--- src/rtl/enc8_3_pend_if.sv ---
// Handshake bundle between the 8-line request encoder and its producer/consumer.
// The slave modport is the encoder side; master is the environment driving it.
interface enc8_3_pend_if;
   logic [7:0] req_in;
   logic       clr_all;
   logic [2:0] code;
   logic       valid;
   logic       ready;
   logic [7:0] pending;
   logic [3:0] pend_cnt;
   logic       overflow;

   modport master (
      output req_in, clr_all, ready,
      input  code, valid, pending, pend_cnt, overflow
   );

   modport slave (
      input  req_in, clr_all, ready,
      output code, valid, pending, pend_cnt, overflow
   );
endinterface

--- src/rtl/enc8_3_pend.sv ---
// 8-to-3 request encoder with sticky pending buffer and valid/ready output.
// Selection is fixed highest-index priority (RR_MODE=0) or round-robin (RR_MODE=1).
module enc8_3_pend #(
   parameter bit RR_MODE = 1'b0
) (
   input  logic          clk,
   input  logic          rst,
   enc8_3_pend_if.slave  bus
);

   logic [7:0] pending_q, pending_d;
   logic [2:0] code_q, code_d;
   logic       valid_q, valid_d;
   logic       overflow_q, overflow_d;
   logic [2:0] last_q, last_d;
   logic [3:0] pend_cnt_q, pend_cnt_d;

   logic [7:0] served;
   logic [7:0] avail;
   logic [2:0] sel;
   logic [2:0] idx;
   logic       found;
   logic       handshake;

   // NOTE: every always_comb output gets a default first, so no path leaves it unassigned (no latch).
   always_comb begin
      handshake  = valid_q && bus.ready;
      served     = handshake ? (8'b1 << code_q) : 8'b0;
      avail      = pending_q & ~served;
      sel        = 3'd0;
      idx        = 3'd0;
      found      = 1'b0;

      if (RR_MODE) begin
         // k=8 wraps to last_q itself, so the last served line is searched last.
         for (int k = 1; k <= 8; k++) begin
            idx = last_q + 3'(k);
            if (!found && avail[idx]) begin
               sel   = idx;
               found = 1'b1;
            end
         end
      end else begin
         for (int i = 0; i < 8; i++) begin
            if (avail[i]) sel = 3'(i);
         end
      end

      pending_d  = avail | bus.req_in;
      overflow_d = overflow_q | (|(bus.req_in & avail));
      last_d     = handshake ? code_q : last_q;

      if (valid_q && !bus.ready) begin
         code_d  = code_q;
         valid_d = 1'b1;
      end else if (|avail) begin
         code_d  = sel;
         valid_d = 1'b1;
      end else begin
         code_d  = code_q;
         valid_d = 1'b0;
      end

      if (bus.clr_all) begin
         pending_d  = 8'h00;
         overflow_d = 1'b0;
         code_d     = 3'd0;
         valid_d    = 1'b0;
         last_d     = last_q;
      end

      pend_cnt_d = 4'd0;
      for (int i = 0; i < 8; i++) begin
         pend_cnt_d = pend_cnt_d + {3'b000, pending_d[i]};
      end
   end

   // NOTE: state registers use non-blocking assignments so all flops update together at the edge.
   always_ff @(posedge clk) begin
      if (rst) begin
         pending_q  <= 8'h00;
         code_q     <= 3'd0;
         valid_q    <= 1'b0;
         overflow_q <= 1'b0;
         last_q     <= 3'd7;
         pend_cnt_q <= 4'd0;
      end else begin
         pending_q  <= pending_d;
         code_q     <= code_d;
         valid_q    <= valid_d;
         overflow_q <= overflow_d;
         last_q     <= last_d;
         pend_cnt_q <= pend_cnt_d;
      end
   end

   assign bus.pending  = pending_q;
   assign bus.code     = code_q;
   assign bus.valid    = valid_q;
   assign bus.overflow = overflow_q;
   assign bus.pend_cnt = pend_cnt_q;

endmodule
--- src/flat_wrapper.sv ---
// flat-port wrapper written by rule: the top's interface ports become plain ports
module enc8_3_pend_flat 
#(
   parameter bit RR_MODE = 1'b0
)
  (clk, rst, bus_req_in, bus_clr_all, bus_ready, bus_code, bus_valid, bus_pending, bus_pend_cnt, bus_overflow);
  enc8_3_pend_if bus_i ();
  input  logic clk;
  input  logic rst;
  input wire logic [$bits(bus_i.req_in)-1:0] bus_req_in;
  input wire logic [$bits(bus_i.clr_all)-1:0] bus_clr_all;
  input wire logic [$bits(bus_i.ready)-1:0] bus_ready;
  output wire logic [$bits(bus_i.code)-1:0] bus_code;
  output wire logic [$bits(bus_i.valid)-1:0] bus_valid;
  output wire logic [$bits(bus_i.pending)-1:0] bus_pending;
  output wire logic [$bits(bus_i.pend_cnt)-1:0] bus_pend_cnt;
  output wire logic [$bits(bus_i.overflow)-1:0] bus_overflow;
  assign bus_i.req_in = bus_req_in;
  assign bus_i.clr_all = bus_clr_all;
  assign bus_i.ready = bus_ready;
  assign bus_code = bus_i.code;
  assign bus_valid = bus_i.valid;
  assign bus_pending = bus_i.pending;
  assign bus_pend_cnt = bus_i.pend_cnt;
  assign bus_overflow = bus_i.overflow;
  enc8_3_pend #(.RR_MODE(RR_MODE)) u_core (.clk(clk), .rst(rst), .bus(bus_i));
endmodule
--- config.mk ---
export PLATFORM = sky130hd
export DESIGN_NAME = enc8_3_pend_flat
export DESIGN_NICKNAME = d
export VERILOG_FILES = /design/src/rtl/enc8_3_pend_if.sv /design/src/rtl/enc8_3_pend.sv /design/src/flat_wrapper.sv
export SDC_FILE = /design/constraint.sdc
export NUM_CORES = 1
export LEC_CHECK = 0
export BUFFER_PORTS_ARGS = -buffer_cell sky130_fd_sc_hd__buf_2
export CORE_MARGIN = 2
export CORE_UTILIZATION = 40
export CTS_CLUSTER_DIAMETER = 150
export DETAILED_ROUTE_END_ITERATION = 8
export MAX_ROUTING_LAYER = met4
export PLACE_DENSITY = 0.65
export SYNTH_ARGS = -nofsm -noshare
export SYNTH_HDL_FRONTEND = slang
export SYNTH_SLANG_ARGS = --single-unit
--- constraint.sdc ---
create_clock -name clk -period 5.21 [get_ports clk]
set_input_delay 0.2605 -clock clk [delete_from_list [all_inputs] [get_ports clk]]
set_output_delay 0.2605 -clock clk [all_outputs]
set_load 0.02 [all_outputs]
==> results of run 1 <==
-- flip-flops by register name (all words and copies together), names as in the netlist --
name / cells
u_core.bus.overflow: 1
u_core.bus.pending: 8
u_core.bus.pend_cnt: 4
u_core.bus.code: 3
u_core.bus.valid: 1
-- cell type report --
| class | instances | area share |
|---|---|---|
| Clock inverter | 1 | 0.00458 |
| Sequential cell | 17 | 0.312 |
| Tap cell | 28 | 0.0321 |
| Multi-Input combinational cell | 76 | 0.479 |
| Timing Repair Buffer | 28 | 0.128 |
| Inverter | 7 | 0.0241 |
| Clock buffer | 3 | 0.0206 |
-- power by group --
part | total [mW] | internal (mW) | leakage (nW) | switching (mW)
Sequential | 0.147 | 0.141 | 0.140 | 0.00552
Clock | 0.0716 | 0.0286 | 0.0177 | 0.0430
Combinational | 0.0932 | 0.0392 | 0.360 | 0.0540
-- routing by layer --
layer  vias to the layer above  part of all wire  GRT usage
met2                        16              0.53      0.308
met4                         0             0.023      0.105
met3                         4             0.030     0.0201
met5                         -                 0          -
li1                        406                 -          -
met1                       384              0.42      0.208
-- worst min-delay path by stage --
stage	endpoint	slack [ps]	cells after the start
after CTS	u_core.bus.pend_cnt[1]	160	2
after global placement	u_core.bus.pend_cnt[1]	480	2
after floorplan	u_core.bus.pend_cnt[1]	330	1
final	u_core.bus.pend_cnt[1]	150	2
after global routing	u_core.bus.pend_cnt[1]	160	2
after detailed placement	u_core.bus.pend_cnt[1]	470	2
-- synthesized netlist by cell type --
cell      count  share of area
a21oi_1       6          0.033
a221oi_1      1         0.0097
a222oi_1      1          0.011
a22oi_1       2          0.017
buf_6         1          0.012
clkbuf_1      1         0.0041
dfxtp_1      17           0.38
fa_1          4          0.089
ha_1          3          0.041
inv_1         7          0.029
mux2i_1       1          0.011
nand2_1       2         0.0083
nand2b_1      2          0.014
nand3_1       1         0.0055
nand3b_1      1         0.0083
nor2_1       30           0.12
nor2b_1       1         0.0069
nor3b_1       1         0.0083
o21a_1        4          0.033
o21a_2        2          0.019
o21ai_0       1         0.0055
o21ai_4       1          0.018
o21ba_2       1          0.011
o31a_1        2          0.019
o31a_2        1          0.011
o31ai_1       1         0.0083
or2_2         3          0.021
or2b_2        1         0.0097
or4_4         2          0.025
xor2_1        1         0.0097
-- kinds of logic after synthesis --
| group | after synthesis | synth area share |
|---|---|---|
| XOR/XNOR | 1 | 0.00968 |
| multiplexers | 1 | 0.0111 |
| AO/OA/AOI/OAI | 23 | 0.196 |
| AND/OR/NAND/NOR | 44 | 0.231 |
| buffers and inverters | 9 | 0.0456 |
| adder cells (fa/ha/maj) | 7 | 0.130 |
| flip-flops | 17 | 0.376 |
==> results by group, run 1 <==
Drt
  – Initial DRC Count: 9
  – Vias: 810
  – Post-route ant nets: 0
  – Vias/cell: 5.06
  – WL/cell: 12.4 µm
  – Final WL: 1990 µm
  – Pre-antenna DRT Iters: 4
  – DRC: 0

Run status
  – Status: complete, no violations

STA
  – Max_slew headroom: 0.805
  – Max Slew Vio Count: 0
  – Hold Slack: 152 ps
  – Final Hold Vio Count: 0
  – RSZ-0062 raised after global routing: no
  – Slew @ Worst Pin: 292 ps
  – Setup TNS: 0 ps
  – Final Cycle Share: 0.667
  – Final Worst Setup Slack: 1730 ps
  – Layout Skew: 5.83 ps
  – Final setup violation count: 0
  – Tmin final: 3480 ps
  – F_max: 288 MHz

Worst setup path
  – Worst r2r src: u_core.bus.code[0]
  – Worst setup path endpoint: u_core.bus.pend_cnt[1]
  – Worst Setup SP: u_core.bus.code[0]
  – Critical path, cell by cell: nand3b_1 > o31a_2 > nor2_1 > nor2_1 > ha_1 > inv_1 > fa_1 > inv_1 > fa_1 > fa_1 > inv_1 > fa_1 > nor2_1
  – WP depth: 13
  – CP bufs+invs: 3
  – R2R setup slack: 1730 ps
  – Top delay family on crit path: adder cells
  – Slowest stage delay, CP: 480 ps
  – Worst-path cell with the longest stage delay: fa_1
  – Max FO, Critical Path: 5
  – Most frequent CP cell: fa_1
  – CP required: 5450 ps
  – RR Endpoint: u_core.bus.pend_cnt[1]
  – Setup CP Type: reg -> reg
  – CP endpoint kind: flop
  – Crit start category: flop
  – R2R cell count: 13
  – CP arrival: 3720 ps

GRT
  – Initial antenna violation count: 0
  – Vias in the first global route: 838
  – Total track usage: 0.182
  – Global-route wire length before repair: 3500 µm
  – GRT Residual Overflow: 0
  – Pin count of the biggest net entering global routing: 14

Floorplan
  – Starting density of the core: 0.417
  – IO Pins: 29
  – Core area: 2170 µm²
  – # rows: 17
  – Die area: 2660 µm²
  – Die W: 51.6 µm
  – Die H: 51.6 µm

Power
  – Pwr Total: 311 µW
  – P_leak: 0.518 nW
  – VDD IR max: 0.172 mV
  – Pwr dens: 285 nW/µm²

Finish
  – Non-filler cells, final: 160
  – Commonest non-fill, non-tap cell in the layout: nor2_1
  – # diodes: 0
  – Reg area: 340 µm²
  – Fin area: 1090 µm²
  – Proportion of layout cells with a drive suffix above 1: 0.326
  – Area of the multi-input gates: 523 µm²
  – Area growth syn-to-layout: 20.7%
  – Fin util: 0.503
  – Post-layout nets: 152
  – Most frequent cells in the layout: nor2_1, buf_2, dfxtp_1
  – FILL cells: 245

Place
  – Gpl congestion: 0.878
  – # port buffers: 28
  – HPWL Detailed: 1630 µm
  – Setup Slack @ Placement: 1730 ps
  – DP Area: 1060 µm²
  – Placed Cells: 156

CTS
  – Clk_lat worst skew: 290 ps
  – CTS clk-pin slew, worst paths: 100 ps
  – CTS buffer count: 3
  – Post-CTS sizing: 0
  – H-Tree Level Count: 1
  – Clk buf depth: 2
  – Clock Sinks: 17
  – Clock tree root buffer cell: clkbuf_4
  – # hold bufs at CTS: 0
  – Post-CTS Setup Bufs: 0
  – CTS tree: yes

Synth
  – Post-synthesis sequential area ratio: 0.376
  – Post-Synthesis Cell Area: 905 µm²
  – Synth Warn #: 0
  – Synth unique cells: 30
  – Syn Nets: 121
  – #FFs+latches synth: 17
  – Syn Area/Cell: 8.87 µm²
  – Post-Syn Instances: 102

Run
  – Max_cap viols: 0

Min path
  – HP Class: in -> reg
  – Hold_sp: rst
Power figures use the tool's default switching activity.
==> inputs of run 2 (changes only) <==
--- a/config.mk
+++ b/config.mk
@@ -5,13 +5,13 @@
 export SDC_FILE = /design/constraint.sdc
 export NUM_CORES = 1
 export LEC_CHECK = 0
+export ABC_AREA = 1
 export BUFFER_PORTS_ARGS = -buffer_cell sky130_fd_sc_hd__buf_2
 export CORE_MARGIN = 2
 export CORE_UTILIZATION = 40
 export CTS_CLUSTER_DIAMETER = 150
 export DETAILED_ROUTE_END_ITERATION = 8
 export MAX_ROUTING_LAYER = met4
-export PLACE_DENSITY = 0.65
 export SYNTH_ARGS = -nofsm -noshare
 export SYNTH_HDL_FRONTEND = slang
 export SYNTH_SLANG_ARGS = --single-unit
==> constraint.sdc (replaced) <==
create_clock -name clk -period 3.6 [get_ports clk]
set_input_delay 0.18 -clock clk [delete_from_list [all_inputs] [get_ports clk]]
set_output_delay 0.18 -clock clk [all_outputs]
set_load 0.02 [all_outputs]
==> run 2 against run 1 <==
Compared with the run above: combinational power increased by 51%; final cell count increased by 23%; final area increased by 8.7%; critical path type unchanged; largest power group unchanged.
==> results by group, run 2 <==
Worst setup path
  – Crit start category: flop
  – Setup CP Type: reg -> reg
  – RR Endpoint: u_core.bus.pend_cnt[1]
  – R2R cell count: 14
  – CP required: 3830 ps
  – Worst r2r src: u_core.bus.valid
  – CP arrival: 3480 ps
  – Worst-path cell with the longest stage delay: fa_1
  – CP bufs+invs: 3
  – Max FO, Critical Path: 5
  – R2R setup slack: 350 ps
  – Slowest stage delay, CP: 480 ps
  – Critical path, cell by cell: nand2_1 > nor2_2 > nand2_1 > nand2_2 > a21oi_1 > ha_1 > inv_1 > fa_1 > inv_1 > fa_1 > fa_1 > inv_1 > fa_1 > nor2_1
  – Most frequent CP cell: fa_1
  – CP endpoint kind: flop
  – Top delay family on crit path: adder cells

Power
  – Internal power: 300 µW
  – VDD IR max: 0.234 mV
  – Flop pwr share: 0.469
  – Pwr dens: 383 nW/µm²
  – Gate power share: 0.310
  – Sw frac: 0.341
  – P_leak: 0.638 nW
  – Pwr Total: 455 µW
  – Clock share of power: 0.221
  – Psw: 155 µW

STA
  – Tmin final: 3250 ps
  – Layout Skew: 3.74 ps
  – Final setup violation count: 0
  – Final Hold Vio Count: 0
  – Setup TNS: 0 ps
  – Final Cycle Share: 0.903
  – Max_slew headroom: 0.731
  – RSZ-0062 raised after global routing: no
  – F_max: 308 MHz
  – Max Slew Vio Count: 0
  – Slew @ Worst Pin: 399 ps
  – Hold Slack: 147 ps

Finish
  – Max reg flops: 8
  – Commonest non-fill, non-tap cell in the layout: buf_2
  – Proportion of layout cells with a drive suffix above 1: 0.317
  – Area growth syn-to-layout: 20.3%
  – Most frequent cells in the layout: buf_2, inv_1, nand2_1
  – Post-layout nets: 187
  – FILL cells: 239
  – # diodes: 0
  – Fin util: 0.493

Drt
  – DRC: 0
  – Initial DRC Count: 18
  – WL/cell: 11.0 µm
  – Post-route ant nets: 0
  – Vias/cell: 4.60
  – Final WL: 2170 µm
  – Vias: 907
  – Pre-antenna DRT Iters: 4

CTS
  – Clock Sinks: 17
  – Clk buf depth: 2
  – CTS clk-pin slew, worst paths: 100 ps
  – CTS tree: yes
  – Clock tree root buffer cell: clkbuf_4
  – H-Tree Level Count: 1
  – # hold bufs at CTS: 0
  – Clk_lat worst skew: 290 ps
  – CTS buffer count: 3
  – Post-CTS sizing: 0
  – Post-CTS Setup Bufs: 0

Floorplan
  – # rows: 18
  – Die W: 53.7 µm
  – Core area: 2410 µm²
  – Starting density of the core: 0.410
  – Die area: 2880 µm²
  – IO Pins: 29
  – Die H: 53.7 µm

Synth
  – Synth Warn #: 0
  – Syn Nets: 155
  – Async set-reset flop share out of synthesis: 0
  – Synth unique cells: 20
  – EDFF count, synth: 0
  – #FFs+latches synth: 17
  – Synth cell count leaders: inv_1, nand2_1, a21oi_1, dfxtp_1, nor2_1
  – Syn Area/Cell: 7.26 µm²
  – Synth area leaders: dfxtp_1, inv_1, a21oi_1
  – Cell taking the most area after synthesis: dfxtp_1
  – Post-Synthesis Cell Area: 987 µm²
  – Synth top area share: 0.345
  – Post-synth top flop: dfxtp_1
  – Most numerous cell in the Yosys netlist: inv_1
  – Post-Syn Instances: 136
  – Post-synthesis sequential area ratio: 0.345

GRT
  – Global-route wire length before repair: 3590 µm
  – GRT Residual Overflow: 0
  – Initial antenna violation count: 0
  – Total track usage: 0.181
  – Pin count of the biggest net entering global routing: 10
  – Vias in the first global route: 843

Run status
  – Status: complete, no violations

Place
  – HPWL Detailed: 1740 µm
  – Gpl congestion: 0.827
  – # port buffers: 28

Min path
  – Hold EP: u_core.bus.pend_cnt[1]
  – Worst Hold Path Cells: 2
  – Hold_sp: rst
  – HP Class: in -> reg

Run
  – Max_cap viols: 0
run 2: final cells by class:
cell class / count / area (µm²) / area share
clock buffer: 4 / 26.3 / 0.0221
inverter: 27 / 101 / 0.0854
multi-input combinational: 91 / 542 / 0.456
sequential: 17 / 340 / 0.287
tap: 30 / 37.5 / 0.0316
timing repair buffer: 28 / 140 / 0.118
run 2: power groups by stage:
stage | clock [mW] | sequential (mW) | combinational [mW]
global route | 0.113 | 0.216 | 0.160
detailed placement | 0 | 0.218 | 0.141
floorplan | 0 | 0.239 | 0.0798
global placement | 0 | 0.217 | 0.140
finish | 0.100 | 0.214 | 0.141
CTS | 0.109 | 0.214 | 0.142
run 2: metal layers:
metal	global-route usage	wire, µm	vias to the layer above
met3	0.0278	105	6
met5	-	0	-
li1	-	-	479
met1	0.224	1060	394
met2	0.266	950	28
met4	0.128	50	0
run 2: worst register-to-register path: stages, from the launching register on:
cell and delay, ps:
dfxtp_1 370, nand2_1 70, nor2_2 210, nand2_1 100
nand2_2 100, a21oi_1 70, ha_1 270, inv_1 50
fa_1 480, inv_1 50, fa_1 440, fa_1 390
inv_1 80, fa_1 400, nor2_1 100
run 2: per-stage QoR:
stage                     cells  setup slack, ps  cell area [µm²]
after floorplan             136              401              987
after global placement      193              394             1160
after detailed placement    193              365             1160
after CTS                   197              323             1190
after global routing        197             94.1             1190
final                       197              350             1190
run 2: cell families (layout without fill, tap and decap cells):
| kind of cell | count (synthesis) | after routing | synth area share |
|---|---|---|---|
| and+or+nand+nor | 58 | 58 | 0.274 |
| xor gates and xnor gates | 1 | 1 | 0.00887 |
| AOI/OAI and AO/OA | 25 | 25 | 0.147 |
| adders and majority gates | 7 | 7 | 0.119 |
| DFF | 17 | 17 | 0.345 |
| buffers and inverters | 28 | 59 | 0.106 |
run 2: how the worst max path moves through the flow:
stage	from	end	slack [ps]	depth (start not counted)
after floorplan	u_core.bus.valid	u_core.bus.pend_cnt[1]	400	14
after global placement	u_core.bus.valid	u_core.bus.pend_cnt[1]	390	14
after detailed placement	u_core.bus.valid	u_core.bus.pend_cnt[1]	370	14
after CTS	u_core.bus.valid	u_core.bus.pend_cnt[1]	320	14
after global routing	u_core.bus.code[2]	u_core.bus.pend_cnt[1]	90	13
final	u_core.bus.valid	u_core.bus.pend_cnt[1]	350	14
==> inputs of run 3 (changes only) <==
--- a/config.mk
+++ b/config.mk
@@ -8,10 +8,12 @@
 export ABC_AREA = 1
 export BUFFER_PORTS_ARGS = -buffer_cell sky130_fd_sc_hd__buf_2
 export CORE_MARGIN = 2
-export CORE_UTILIZATION = 40
+export CORE_UTILIZATION = 48
 export CTS_CLUSTER_DIAMETER = 150
 export DETAILED_ROUTE_END_ITERATION = 8
+export HOLD_SLACK_MARGIN = 0.12
 export MAX_ROUTING_LAYER = met4
+export PLACE_DENSITY = 0.75
 export SYNTH_ARGS = -nofsm -noshare
 export SYNTH_HDL_FRONTEND = slang
 export SYNTH_SLANG_ARGS = --single-unit
==> run 3 against run 2 <==
Compared with the run above: total power up 1.1%; global-route usage up 2.1 points; final area is 0.21% lower; sequential share of layout area grew 0.060 points; core utilization rose by 12 points; combinational power about the same.
==> results by group, run 3 (synthesized netlist as in run 2, its figures left out) <==
Floorplan
  – Die H: 49.4 µm
  – # rows: 16
  – Die area: 2440 µm²
  – Die W: 49.4 µm
  – Starting density of the core: 0.508
  – IO Pins: 29
  – Core area: 1940 µm²

Worst setup path
  – CP required: 3850 ps
  – Crit start category: flop
  – Critical path, cell by cell: nand2_1 > nor2_2 > nand2_1 > nand2_1 > a21oi_1 > ha_1 > inv_1 > fa_1 > inv_1 > fa_1 > fa_1 > inv_1 > fa_1 > nor2_1
  – CP arrival: 3480 ps
  – Max FO, Critical Path: 5
  – Worst-path cell with the longest stage delay: fa_1
  – R2R cell count: 14
  – Worst r2r src: u_core.bus.valid
  – Slowest stage delay, CP: 470 ps
  – Most frequent CP cell: fa_1
  – R2R setup slack: 360 ps
  – Setup CP Type: reg -> reg
  – RR Endpoint: u_core.bus.pend_cnt[1]
  – CP endpoint kind: flop

Power
  – VDD IR max: 0.223 mV
  – Pwr dens: 388 nW/µm²
  – Pwr Total: 460 µW
  – P_leak: 0.641 nW

GRT
  – Total track usage: 0.201
  – Pin count of the biggest net entering global routing: 11
  – GRT Residual Overflow: 0
  – Global-route wire length before repair: 3710 µm
  – Vias in the first global route: 864
  – Initial antenna violation count: 0

Finish
  – # diodes: 0
  – Most frequent cells in the layout: buf_2, inv_1, nand2_1
  – Max reg flops: 8
  – Area of the multi-input gates: 542 µm²
  – Commonest non-fill, non-tap cell in the layout: buf_2
  – FILL cells: 210
  – Reg area: 340 µm²
  – Area growth syn-to-layout: 20.0%
  – Post-layout nets: 187
  – Proportion of layout cells with a drive suffix above 1: 0.323

Drt
  – Vias: 922
  – Vias/cell: 4.75
  – Initial DRC Count: 21
  – Post-route ant nets: 0
  – Final WL: 2150 µm
  – Pre-antenna DRT Iters: 4
  – WL/cell: 11.1 µm
  – DRC: 0

Place
  – HPWL Detailed: 1730 µm
  – Gpl congestion: 0.825
  – # port buffers: 28

STA
  – Final setup violation count: 0
  – Max Slew Vio Count: 0
  – Layout Skew: 9.72 ps
  – Tmin final: 3240 ps
  – Slew @ Worst Pin: 352 ps
  – Final Cycle Share: 0.899
  – F_max: 309 MHz
  – Final Hold Vio Count: 0
  – Setup TNS: 0 ps
  – Max_slew headroom: 0.763
  – RSZ-0062 raised after global routing: no

Min path
  – Hold EP: u_core.bus.pend_cnt[1]
  – Worst Hold Path Cells: 2
  – HP Class: in -> reg
  – Hold_sp: rst

CTS
  – H-Tree Level Count: 1
  – Clk buf depth: 2
  – Post-CTS sizing: 0
  – CTS tree: yes
  – CTS clk-pin slew, worst paths: 110 ps
  – CTS buffer count: 3
  – Clock tree root buffer cell: clkbuf_4
  – Post-CTS Setup Bufs: 0
  – Clk_lat worst skew: 300 ps
  – # hold bufs at CTS: 0
  – Clock Sinks: 17

Run
  – Max_cap viols: 0

Run status
  – Status: complete, no violations
## run 3: stage by stage
step                std cells  instance area [µm²]  hold slack [ps]   util  setup WS, ps
global route              194                 1180              152  0.610           102
global placement          190                 1160              452  0.596           415
detailed placement        190                 1160              453  0.596           372
CTS                       194                 1180              126  0.610           348
floorplan                 136                  987              247      -           401
finish                    194                 1180              133  0.610           364
## run 3: critical path, delay by kind of cell, from the launching register on
family | cells | cell delay [ps]
and+or+nand+nor | 5 | 570
AOI/OAI and AO/OA | 1 | 80
buffers and inverters | 3 | 180
DFF | 1 | 380
adders and majority gates | 5 | 1970
## run 3: worst max path at each step
stage	slack, ps	cells after the start	to	from
2_1_floorplan	400	14	u_core.bus.pend_cnt[1]	u_core.bus.valid
3_5_place_dp	370	14	u_core.bus.pend_cnt[1]	u_core.bus.valid
6_report	360	14	u_core.bus.pend_cnt[1]	u_core.bus.valid
3_3_place_gp	410	14	u_core.bus.pend_cnt[1]	u_core.bus.valid
5_1_grt	100	14	u_core.bus.pend_cnt[1]	u_core.bus.valid
4_1_cts	350	14	u_core.bus.pend_cnt[1]	u_core.bus.valid
## run 3: layout make-up
| type | instances | area share |
|---|---|---|
| flip-flops and latches | 17 | 0.287 |
| clock inverters | 1 | 0.00422 |
| repair buffers | 28 | 0.118 |
| well taps | 27 | 0.0285 |
| inverters | 27 | 0.0855 |
| multi-input cells | 91 | 0.457 |
| clock buffers | 3 | 0.0190 |
## run 3: per-layer routing
metal,wire (µm),track usage
met2,986,0.322
met3,108,0.0337
met4,16,0.0571
met1,1040,0.262
met5,0,-
## run 3: report_power, final
part	internal [mW]	switching (mW)	leakage, nW
combinational	0.0524	0.0884	0.484
sequential	0.204	0.00930	0.140
clock	0.0414	0.0642	0.0177
total	0.298	0.162	0.641
